## config.mk

```make
export PLATFORM = sky130hd
export DESIGN_NAME = boa_pmu_ctrl_flat
export DESIGN_NICKNAME = d
export VERILOG_FILES = /design/src/rtl/boa_pmu_ctrl_if.sv /design/src/rtl/boa_pmu_ctrl.sv /design/src/flat_wrapper.sv
export SDC_FILE = /design/constraint.sdc
export NUM_CORES = 1
export LEC_CHECK = 0
export CORE_UTILIZATION = 45
export DETAILED_ROUTE_END_ITERATION = 8
export SLEW_MARGIN = 20
export SYNTH_ARGS = -nofsm -noshare
export SYNTH_HDL_FRONTEND = slang
export SYNTH_SLANG_ARGS = --single-unit
```

## constraint.sdc

```tcl
create_clock -name clk -period 2.37 [get_ports clk]
set_input_delay 0.711 -clock clk [delete_from_list [all_inputs] [get_ports clk]]
set_output_delay 0.711 -clock clk [all_outputs]
set_load 0.01 [all_outputs]
```

## src/rtl/boa_pmu_ctrl_if.sv

```systemverilog
// pmu_bus: CPU-side PMU register requests (reset / shutdown) into the power controller.
// Latency: none, plain level wires synchronous to the controller clock.
// Backpressure: none; the requests are levels that the controller samples every cycle.
//
// Signals:
//   rst  - software reset request, level
//   shdn - shutdown request, level
interface pmu_bus;
  logic rst;
  logic shdn;

  modport PMU (input rst, input shdn);
  modport CPU (output rst, output shdn);
endinterface

```

## src/rtl/boa_pmu_ctrl.sv

```systemverilog
// boa_pmu_ctrl: power/reset sequencer (RESET -> RUN -> SHDN -> OFF) with reset-cause capture.
// Latency: RUN requests reach sys_rst one edge after sampling; ext_rst adds 2 synchronizer edges.
// Backpressure: none; requests are levels, ignored outside RUN, and OFF is left only by rst.
//
// Ports:
//   clk       - CPU clock, all state updates on the rising edge
//   rst       - asynchronous active-high reset, restarts the power-on sequence
//   pmb       - pmu_bus.PMU: software reset / shutdown request levels
//   ext_rst   - external reset button, asynchronous, active-high
//   pwr_good  - supply-good indication, synchronous to clk
//   sys_rst   - registered system reset, active-high
//   pwr_en    - registered supply enable, active-high
//   state     - current state (0 RESET, 1 RUN, 2 SHDN, 3 OFF)
//   rst_cause - cause of the last entry to RESET (0 POR, 1 SW, 2 EXT, 3 BROWNOUT)
module boa_pmu_ctrl #(
  parameter int RST_HOLD   = 16,
  parameter int SHDN_DELAY = 256
) (
  input  logic       clk,
  input  logic       rst,
  pmu_bus.PMU        pmb,
  input  logic       ext_rst,
  input  logic       pwr_good,
  output logic       sys_rst,
  output logic       pwr_en,
  output logic [1:0] state,
  output logic [1:0] rst_cause
);

  localparam logic [1:0] ST_RESET = 2'd0;
  localparam logic [1:0] ST_RUN   = 2'd1;
  localparam logic [1:0] ST_SHDN  = 2'd2;
  localparam logic [1:0] ST_OFF   = 2'd3;

  localparam logic [1:0] CAUSE_POR  = 2'd0;
  localparam logic [1:0] CAUSE_SW   = 2'd1;
  localparam logic [1:0] CAUSE_EXT  = 2'd2;
  localparam logic [1:0] CAUSE_BROWN = 2'd3;

  // Counter loads are the parameter minus one, truncated to the counter width,
  // so a count of N loads N-1 and the terminal compare is against zero.
  localparam logic [15:0] RST_LOAD  = 16'(RST_HOLD - 1);
  localparam logic [15:0] SHDN_LOAD = 16'(SHDN_DELAY - 1);

  logic        ext_q1;
  logic        ext_s;
  logic [15:0] cnt;
  logic [15:0] cnt_n;
  logic [1:0]  state_n;
  logic [1:0]  cause_n;

  // Two-flop synchronizer for the asynchronous reset button.
  always_ff @(posedge clk or posedge rst) begin
    if (rst) begin
      ext_q1 <= 1'b0;
      ext_s  <= 1'b0;
    end else begin
      ext_q1 <= ext_rst;
      ext_s  <= ext_q1;
    end
  end

  always_comb begin
    state_n = state;
    cnt_n   = cnt;
    cause_n = rst_cause;
    case (state)
      ST_RESET: begin
        // Hold time restarts whenever supply or button is not quiet, so RUN
        // needs RST_HOLD consecutive good cycles.
        if (!pwr_good || ext_s) begin
          cnt_n = RST_LOAD;
        end else if (cnt == 16'd0) begin
          state_n = ST_RUN;
        end else begin
          cnt_n = cnt - 16'd1;
        end
      end
      ST_RUN: begin
        // Priority: shutdown > brownout > software reset > external reset.
        // Shutdown does not touch rst_cause since it is not a RESET entry.
        if (pmb.shdn) begin
          state_n = ST_SHDN;
          cnt_n   = SHDN_LOAD;
        end else if (!pwr_good) begin
          state_n = ST_RESET;
          cnt_n   = RST_LOAD;
          cause_n = CAUSE_BROWN;
        end else if (pmb.rst) begin
          state_n = ST_RESET;
          cnt_n   = RST_LOAD;
          cause_n = CAUSE_SW;
        end else if (ext_s) begin
          state_n = ST_RESET;
          cnt_n   = RST_LOAD;
          cause_n = CAUSE_EXT;
        end
      end
      ST_SHDN: begin
        if (cnt == 16'd0) begin
          state_n = ST_OFF;
        end else begin
          cnt_n = cnt - 16'd1;
        end
      end
      default: begin
        // OFF is terminal until the asynchronous reset.
        state_n = ST_OFF;
      end
    endcase
  end

  // Outputs are registered from the next state so they change on the same
  // edge as state, with no combinational path from any input.
  always_ff @(posedge clk or posedge rst) begin
    if (rst) begin
      state     <= ST_RESET;
      cnt       <= RST_LOAD;
      rst_cause <= CAUSE_POR;
      sys_rst   <= 1'b1;
      pwr_en    <= 1'b1;
    end else begin
      state     <= state_n;
      cnt       <= cnt_n;
      rst_cause <= cause_n;
      sys_rst   <= (state_n != ST_RUN);
      pwr_en    <= (state_n != ST_OFF);
    end
  end

endmodule

```

## src/flat_wrapper.sv

```systemverilog
// flat-port wrapper written by rule: the top's interface ports become plain ports
module boa_pmu_ctrl_flat 
#(
  parameter int RST_HOLD   = 16,
  parameter int SHDN_DELAY = 256
)
  (clk, rst, ext_rst, pwr_good, sys_rst, pwr_en, state, rst_cause, pmb_rst, pmb_shdn);
  pmu_bus pmb_i ();
  input  logic clk;
  input  logic rst;
  input  logic ext_rst;
  input  logic pwr_good;
  output logic sys_rst;
  output logic pwr_en;
  output logic [1:0] state;
  output logic [1:0] rst_cause;
  input wire logic [$bits(pmb_i.rst)-1:0] pmb_rst;
  input wire logic [$bits(pmb_i.shdn)-1:0] pmb_shdn;
  assign pmb_i.rst = pmb_rst;
  assign pmb_i.shdn = pmb_shdn;
  boa_pmu_ctrl #(.RST_HOLD(RST_HOLD), .SHDN_DELAY(SHDN_DELAY)) u_core (.clk(clk), .rst(rst), .pmb(pmb_i), .ext_rst(ext_rst), .pwr_good(pwr_good), .sys_rst(sys_rst), .pwr_en(pwr_en), .state(state), .rst_cause(rst_cause));
endmodule
```

==> results of run 1 <==
final timing paths:
kind / end / slack (ns) / cells past startpoint
max in group asynchronous: u_core.cnt[3] / 1.17 / 3
worst max-delay path: u_core.cnt[12] / 0.16 / 8
worst min-delay path: u_core.ext_s / 0.37 / 0
worst max register to register: u_core.cnt[12] / 0.16 / 8
min in group asynchronous: u_core.cnt[11] / 0.68 / 2
worst min register to register: u_core.ext_s / 0.37 / 0
power by group:
group / switching, uW / internal, uW / leakage, uW
combinational: 881 / 761 / 0.000483
clock: 130 / 171 / 0.0000279
sequential: 158 / 585 / 0.000300
total: 1170 / 1520 / 0.000811
cell type report:
cell class,count,area share (%)
clock buffers,3,1.23
clock inverters,1,1.64
inverters,6,1.23
multi-input cells,126,44.6
flip-flops and latches,24,33.2
well taps,44,3.00
repair buffers,30,15.1
cell usage in the layout, fill, tap and decap left out, drive strengths merged, types with 2 or more instances in the layout:
cell | netlist | layout
nor2 | 10 | 10
a21oi | 10 | 10
o41ai | 3 | 3
a31oi | 4 | 4
o211ai | 2 | 2
dfstp | 6 | 6
o31a | 3 | 3
o21a | 3 | 3
a211oi | 2 | 2
o21ai | 13 | 13
o311ai | 2 | 2
a211o | 2 | 2
mux2i | 2 | 2
inv | 6 | 6
or3 | 2 | 2
dfrtp | 18 | 18
clkbuf | 2 | 3
nand3 | 6 | 6
buf | 2 | 19
clkdlybuf4s50 | 0 | 11
nand4 | 3 | 3
or2b | 2 | 2
nor3 | 9 | 9
nor4 | 5 | 5
or4 | 2 | 2
o31ai | 2 | 2
ha | 6 | 6
nor4b | 3 | 3
nand2 | 18 | 18
logic make-up (layout without fill, tap and decap cells):
kind of cell	count (synthesis)	in the layout	synth area share [%]
and+or+nand+nor	66	66	24.8
AOI/OAI and AO/OA	52	52	24.0
DFF	24	24	41.3
buffers and inverters	10	40	3.40
adders and majority gates	6	6	5.10
muxes	2	2	1.36
state kept, by name, indices dropped and copies added (netlist names):
name,count
u_core.cnt,16
u_core.rst_cause,2
u_core.state,2
u_core.ext_q1,1
u_core.ext_s,1
u_core.pwr_en,1
u_core.sys_rst,1
worst register-to-register path: stages (launching register included):
cell	delay [ns]
dfstp_2	0.42
inv_1	0.06
ha_1	0.24
or4b_1	0.54
buf_4	0.19
nor2_1	0.27
a21oi_1	0.12
o21ai_0	0.17
o41ai_1	0.10
stage by stage:
step,std cells,area (sq um),setup WS [ns],power [uW]
final,234,1830,0.163,2690
after global routing,234,1830,0.000740,2890
after CTS,234,1830,0.166,2680
after detailed placement,230,1780,-0.130,2370
after global placement,230,1780,-0.0712,2320
after floorplan,160,1470,0.158,1740
per-layer routing:
metal | wire length [microns] | track usage (%) | up-vias
met5 | 0 | 0 | -
met4 | 47 | 9.52 | 0
met3 | 60 | 2.18 | 5
met2 | 1740 | 39.2 | 16
met1 | 1770 | 29.3 | 674
li1 | - | - | 676
==> metrics.txt, run 1 <==
# TYPE chip_impl_metric gauge
chip_impl_info{name="status",value="complete, no violations"} 1
chip_impl_metric{name="drt-initial-drc-count",unit=""} 54
chip_impl_info{name="yosysTopAreaCell",value="dfrtp_1"} 1
chip_impl_metric{name="timing.slew.headroom",unit="%"} 67.1
chip_impl_metric{name="insertion_delay_of_the_later_clocked_pin_in_the_worst_skew_pair",unit="ns"} 0.32
chip_impl_metric{name="netlist_area",unit="sq um"} 1470
chip_impl_metric{name="die_w",unit="microns"} 59.2
chip_impl_metric{name="ctsHtreeMaxLevel",unit=""} 1
chip_impl_metric{name="detail_route.first_pass.iterations",unit=""} 4
chip_impl_metric{name="synth_edf_count",unit=""} 0
chip_impl_metric{name="multi_input_comb_area",unit="sq um"} 818
chip_impl_info{name="end_kind",value="flip-flop"} 1
chip_impl_metric{name="yosys.area.top_type_share",unit="%"} 30.6
chip_impl_info{name="netlist_top_cells_count",value="dfrtp_1 (18), nand2_1 (17), o21ai_0 (11)"} 1
chip_impl_metric{name="grt_start_max_net_pins",unit=""} 15
chip_impl_metric{name="floorplan.io_pins",unit=""} 12
chip_impl_metric{name="utilization",unit="%"} 59.6
chip_impl_metric{name="postCtsSetupBuffers",unit=""} 0
chip_impl_metric{name="fin_nets",unit=""} 203
chip_impl_metric{name="drc_markers",unit=""} 0
chip_impl_metric{name="place.detailed.hpwl",unit="mm"} 2.75
chip_impl_metric{name="skew_final",unit="ns"} 0.00551
chip_impl_metric{name="synth_warn",unit=""} 0
chip_impl_metric{name="grt_pass1_wl",unit="mm"} 6.09
chip_impl_info{name="worst_setup_path_start_kind",value="flip-flop"} 1
chip_impl_metric{name="numClockSinks",unit=""} 24
chip_impl_metric{name="maxSlewViolCount",unit=""} 0
chip_impl_metric{name="chip_height",unit="microns"} 59.2
chip_impl_metric{name="synthToLayoutAreaGrowth",unit="%"} 24.6
chip_impl_metric{name="drv.max_cap_violation_count",unit=""} 0
chip_impl_metric{name="powerDensity",unit="nW/um^2"} 1470
chip_impl_metric{name="final.fill_count",unit=""} 287
chip_impl_metric{name="fin_crit",unit="ns"} 2.21
chip_impl_metric{name="antenna_found_initial",unit=""} 0
chip_impl_metric{name="die-area",unit="sq um"} 3510
chip_impl_metric{name="peak_supply_drop",unit="mV"} 0.553
chip_impl_info{name="hold_path_startpoint",value="u_core.ext_q1"} 1
chip_impl_metric{name="timing.final.setup_violations",unit=""} 0
chip_impl_metric{name="path_max_fanout",unit=""} 5
chip_impl_metric{name="drt-vias-per-instance",unit=""} 5.86
chip_impl_metric{name="buffer_ports.inserted",unit=""} 11
chip_impl_metric{name="cp_slowest_stage_delay",unit="ns"} 0.54
chip_impl_metric{name="ctsResizeCount",unit=""} 0
chip_impl_info{name="synthMostInstantiatedCell",value="dfrtp_1"} 1
chip_impl_metric{name="cts_hold_repair.buffers",unit=""} 0
chip_impl_metric{name="design.core.area",unit="sq um"} 3080
chip_impl_metric{name="worst-endpoint-arrival",unit="ns"} 2.42
chip_impl_metric{name="clock_tree.buffer_depth",unit=""} 2
chip_impl_metric{name="timing.hold.ws",unit="ns"} 0.369
chip_impl_metric{name="netlist-cell-type-count",unit=""} 48
chip_impl_metric{name="fp-row-count",unit=""} 20
chip_impl_metric{name="n_antenna_cell",unit=""} 0
chip_impl_metric{name="worstPathBufferInverterCount",unit=""} 2
chip_impl_metric{name="finalSetupTns",unit="ns"} 0
chip_impl_metric{name="hold_violations",unit=""} 0
chip_impl_metric{name="regArea",unit="sq um"} 608
chip_impl_metric{name="netlist_instances",unit=""} 160
chip_impl_info{name="synth_top_flop_cell",value="dfrtp_1"} 1
chip_impl_info{name="worst_setup_path_startpoint",value="u_core.cnt[0]"} 1
chip_impl_metric{name="async_flop_share",unit="%"} 100
chip_impl_metric{name="synth-seq-area-share",unit="%"} 41.3
chip_impl_metric{name="cellLeakagePower",unit="uW"} 0.000811
chip_impl_metric{name="place_congestion",unit=""} 0.862
chip_impl_metric{name="drive_gt1_share",unit="%"} 20.5
chip_impl_metric{name="detail_route.wirelength",unit="mm"} 3.62
chip_impl_metric{name="synthesis.nets",unit=""} 172
chip_impl_metric{name="worstPathRequired",unit="ns"} 2.58
chip_impl_metric{name="post_drt_wl_per_cell",unit="microns"} 15.5
chip_impl_info{name="tritoncts_clock_tree",value="done"} 1
chip_impl_metric{name="grt_use_total",unit="%"} 22.9
chip_impl_metric{name="final_antenna_net_count",unit=""} 0
chip_impl_info{name="standard_cell_with_the_maximum_stage_delay_on_the_critical_path",value="or4b_1"} 1
chip_impl_info{name="critical_path.cell_chain",value="inv_1 > ha_1 > or4b_1 > buf_4 > nor2_1 > a21oi_1 > o21ai_0 > o41ai_1"} 1
chip_impl_metric{name="routed-via-count",unit=""} 1371
chip_impl_metric{name="initial_core_util",unit="%"} 47.8
chip_impl_metric{name="tightestPinTransition",unit="ns"} 0.488
chip_impl_info{name="critPathKind",value="flip-flop to flip-flop"} 1
chip_impl_metric{name="via_count_of_the_first_global_routing_pass",unit=""} 1360
chip_impl_metric{name="clock_slew_at_reported_path_ffs",unit="ns"} 0.14
chip_impl_metric{name="avgSynthCellArea",unit="sq um"} 9.20
chip_impl_metric{name="finalCritPeriodShare",unit="%"} 93.1
chip_impl_metric{name="max_clock_freq",unit="MHz"} 453
chip_impl_metric{name="synth-seq-cells",unit=""} 24
chip_impl_info{name="timing.rr.start",value="u_core.cnt[0]"} 1
chip_impl_metric{name="grt.overflow.total",unit=""} 0
chip_impl_info{name="cts.root.buffer_cell",value="clkbuf_4"} 1
chip_impl_info{name="synthTopCellsByArea",value="dfrtp_1 (31%), dfstp_2 (11%), ha_1 (5.1%)"} 1
chip_impl_info{name="min-delay-path-class",value="flip-flop to flip-flop"} 1
chip_impl_info{name="grt_setup_unrepaired",value="no"} 1
chip_impl_info{name="critical-path-top-delay-family",value="simple AND/OR/NAND/NOR gates"} 1
chip_impl_metric{name="cts_buf_count",unit=""} 3
Note: power is estimated with default switching activity, not from simulation.
==> inputs of run 2 (changes only) <==
CORE_ASPECT_RATIO = 0.9   (was not set)
SKIP_CTS_REPAIR_TIMING = 1   (was not set)
==> metrics.txt, run 2 (synthesized netlist as in run 1, its figures left out) <==
# TYPE chip_impl_metric gauge
chip_impl_metric{name="path_max_fanout",unit=""} 5
chip_impl_info{name="cts.root.buffer_cell",value="clkbuf_4"} 1
chip_impl_metric{name="drc_markers",unit=""} 0
chip_impl_info{name="leading_cell_type_in_the_layout_fill_and_taps_excluded",value="buf_4"} 1
chip_impl_metric{name="place_worst_setup_slack",unit="ns"} -0.133
chip_impl_metric{name="initial_core_util",unit="%"} 47.7
chip_impl_metric{name="floorplan.io_pins",unit=""} 12
chip_impl_metric{name="timing.hold.ws",unit="ns"} 0.356
chip_impl_info{name="largest_register",value="u_core.cnt"} 1
chip_impl_metric{name="timing.slew.headroom",unit="%"} 64.9
chip_impl_metric{name="use_met3",unit="%"} 3.66
chip_impl_metric{name="fin_nets",unit=""} 207
chip_impl_metric{name="die-area",unit="sq um"} 3510
chip_impl_metric{name="post_layout_nonfiller_instances",unit=""} 236
chip_impl_metric{name="drt-vias-per-instance",unit=""} 5.87
chip_impl_metric{name="detail_route.first_pass.iterations",unit=""} 4
chip_impl_metric{name="fin_crit",unit="ns"} 2.19
chip_impl_metric{name="post-place-cells",unit=""} 232
chip_impl_metric{name="clock_slew_at_reported_path_ffs",unit="ns"} 0.14
chip_impl_metric{name="design.core.area",unit="sq um"} 3090
chip_impl_info{name="tritoncts_clock_tree",value="done"} 1
chip_impl_info{name="layout_top_registers",value="u_core.cnt x16, u_core.rst_cause x2, u_core.state x2"} 1
chip_impl_metric{name="chip_height",unit="microns"} 56.3
chip_impl_info{name="status",value="complete, no violations"} 1
chip_impl_metric{name="maxSlewViolCount",unit=""} 0
chip_impl_metric{name="final_antenna_net_count",unit=""} 0
chip_impl_info{name="end_kind",value="flip-flop"} 1
chip_impl_metric{name="met2_usage",unit="%"} 35.3
chip_impl_metric{name="max_clock_freq",unit="MHz"} 456
chip_impl_metric{name="met1_usage",unit="%"} 31.8
chip_impl_metric{name="largest_register_ffs",unit=""} 16
chip_impl_info{name="hold_path_startpoint",value="u_core.ext_q1"} 1
chip_impl_metric{name="reg2reg_slack",unit="ns"} 0.18
chip_impl_metric{name="ctsHtreeMaxLevel",unit=""} 1
chip_impl_metric{name="n_antenna_cell",unit=""} 0
chip_impl_metric{name="drv.max_cap_violation_count",unit=""} 0
chip_impl_metric{name="die_w",unit="microns"} 62.3
chip_impl_metric{name="fp-row-count",unit=""} 19
chip_impl_metric{name="worstPathRequired",unit="ns"} 2.57
chip_impl_metric{name="peak_supply_drop",unit="mV"} 0.848
chip_impl_metric{name="grt.overflow.total",unit=""} 0
chip_impl_metric{name="synthToLayoutAreaGrowth",unit="%"} 24.2
chip_impl_metric{name="numClockSinks",unit=""} 24
chip_impl_metric{name="hold_violations",unit=""} 0
chip_impl_metric{name="timing.reg2reg.worst_path_depth",unit=""} 8
chip_impl_metric{name="buffer_ports.inserted",unit=""} 11
chip_impl_metric{name="utilization",unit="%"} 59.2
chip_impl_metric{name="powerDensity",unit="nW/um^2"} 1400
chip_impl_info{name="grt_setup_unrepaired",value="no"} 1
chip_impl_metric{name="drive_gt1_share",unit="%"} 21.6
chip_impl_metric{name="routed-via-count",unit=""} 1385
chip_impl_info{name="critPathKind",value="flip-flop to flip-flop"} 1
chip_impl_metric{name="antenna_found_initial",unit=""} 0
chip_impl_metric{name="place.detailed.hpwl",unit="mm"} 2.70
chip_impl_info{name="worst_setup_path_start_kind",value="flip-flop"} 1
chip_impl_metric{name="layout_setup_ws",unit="ns"} 0.177
chip_impl_metric{name="whs_path_depth",unit=""} 0
chip_impl_info{name="min-delay-path-class",value="flip-flop to flip-flop"} 1
chip_impl_info{name="highest_count_cells_in_the_layout_ignoring_fill_and_taps",value="buf_4 (22), dfrtp_1 (18), nand2_1 (17)"} 1
chip_impl_metric{name="finalCritPeriodShare",unit="%"} 92.5
chip_impl_metric{name="clock_tree.buffer_depth",unit=""} 2
chip_impl_metric{name="place_congestion",unit=""} 0.858
chip_impl_metric{name="insertion_delay_of_the_later_clocked_pin_in_the_worst_skew_pair",unit="ns"} 0.32
chip_impl_metric{name="tightestPinTransition",unit="ns"} 0.526
chip_impl_metric{name="post_drt_wl_per_cell",unit="microns"} 15.1
chip_impl_metric{name="skew_final",unit="ns"} 0.0131
chip_impl_info{name="crit-reg2reg-capture",value="u_core.cnt[10]"} 1
chip_impl_metric{name="cellLeakagePower",unit="uW"} 0.000820
chip_impl_metric{name="worst-endpoint-arrival",unit="ns"} 2.39
chip_impl_metric{name="via_count_of_the_first_global_routing_pass",unit=""} 1262
chip_impl_info{name="worstHoldEndpoint",value="u_core.ext_s"} 1
chip_impl_metric{name="totalPowerFinal",unit="uW"} 2570
chip_impl_metric{name="grt_start_max_net_pins",unit=""} 14
chip_impl_info{name="timing.rr.start",value="u_core.cnt[0]"} 1
chip_impl_metric{name="timing.final.setup_violations",unit=""} 0
chip_impl_metric{name="cts_buf_count",unit=""} 3
chip_impl_metric{name="detail_route.wirelength",unit="mm"} 3.57
chip_impl_metric{name="grt_pass1_wl",unit="mm"} 6.02
chip_impl_metric{name="grt_use_total",unit="%"} 22.1
chip_impl_info{name="grt_busiest_layer",value="met2"} 1
chip_impl_metric{name="drt-initial-drc-count",unit=""} 75
## run 2: worst max-delay path by stage
stage | endpoint | cells after the start | from | slack (ns)
3_3_place_gp | u_core.cnt[15] | 7 | pwr_good | -0.04
4_1_cts | u_core.cnt[10] | 8 | u_core.cnt[0] | 0.20
6_report | u_core.cnt[10] | 8 | u_core.cnt[0] | 0.18
2_1_floorplan | u_core.cnt[6] | 8 | u_core.state[1] | 0.16
5_1_grt | u_core.cnt[6] | 7 | u_core.state[1] | 0.02
3_5_place_dp | u_core.cnt[6] | 6 | pwr_good | -0.13
## run 2: final cells by class
class,count,area (sq um)
tap,42,52.6
fill,256,1260
inverter,6,22.5
timing repair buffer,34,295
sequential,24,608
multi-input combinational,126,815
clock buffer,4,36.3
## run 2: stage by stage
step	instance area, sq um	setup TNS, ns
floorplan	1470	0
global placement	1790	-0.102
detailed placement	1790	-0.412
CTS	1830	0
global route	1830	0
finish	1830	0
## run 2: metal layers
metal / part of all wire, % / wire (microns)
met3: 4.3 / 153
met4: 0.42 / 15
met5: 0 / 0
met1: 49 / 1740
met2: 47 / 1660
## run 2: worst max-delay path, stage by stage (launching register included)
cell	delay (ns)
dfstp_2	0.42
inv_1	0.05
ha_1	0.22
or4b_1	0.53
buf_4	0.19
nor2_1	0.27
a31oi_1	0.12
o21ai_0	0.19
o31ai_1	0.10
## run 2: power breakdown
part | internal (uW) | switching [uW] | leakage [uW]
sequential | 585 | 161 | 0.000300
combinational | 735 | 866 | 0.000499
clock | 93.9 | 127 | 0.0000210
==> inputs of run 3 (changes only) <==
GPL_TIMING_DRIVEN = 1   (was not set)
==> results of run 3 <==
Final layout, timing and power as in run 2 (identical DEF).
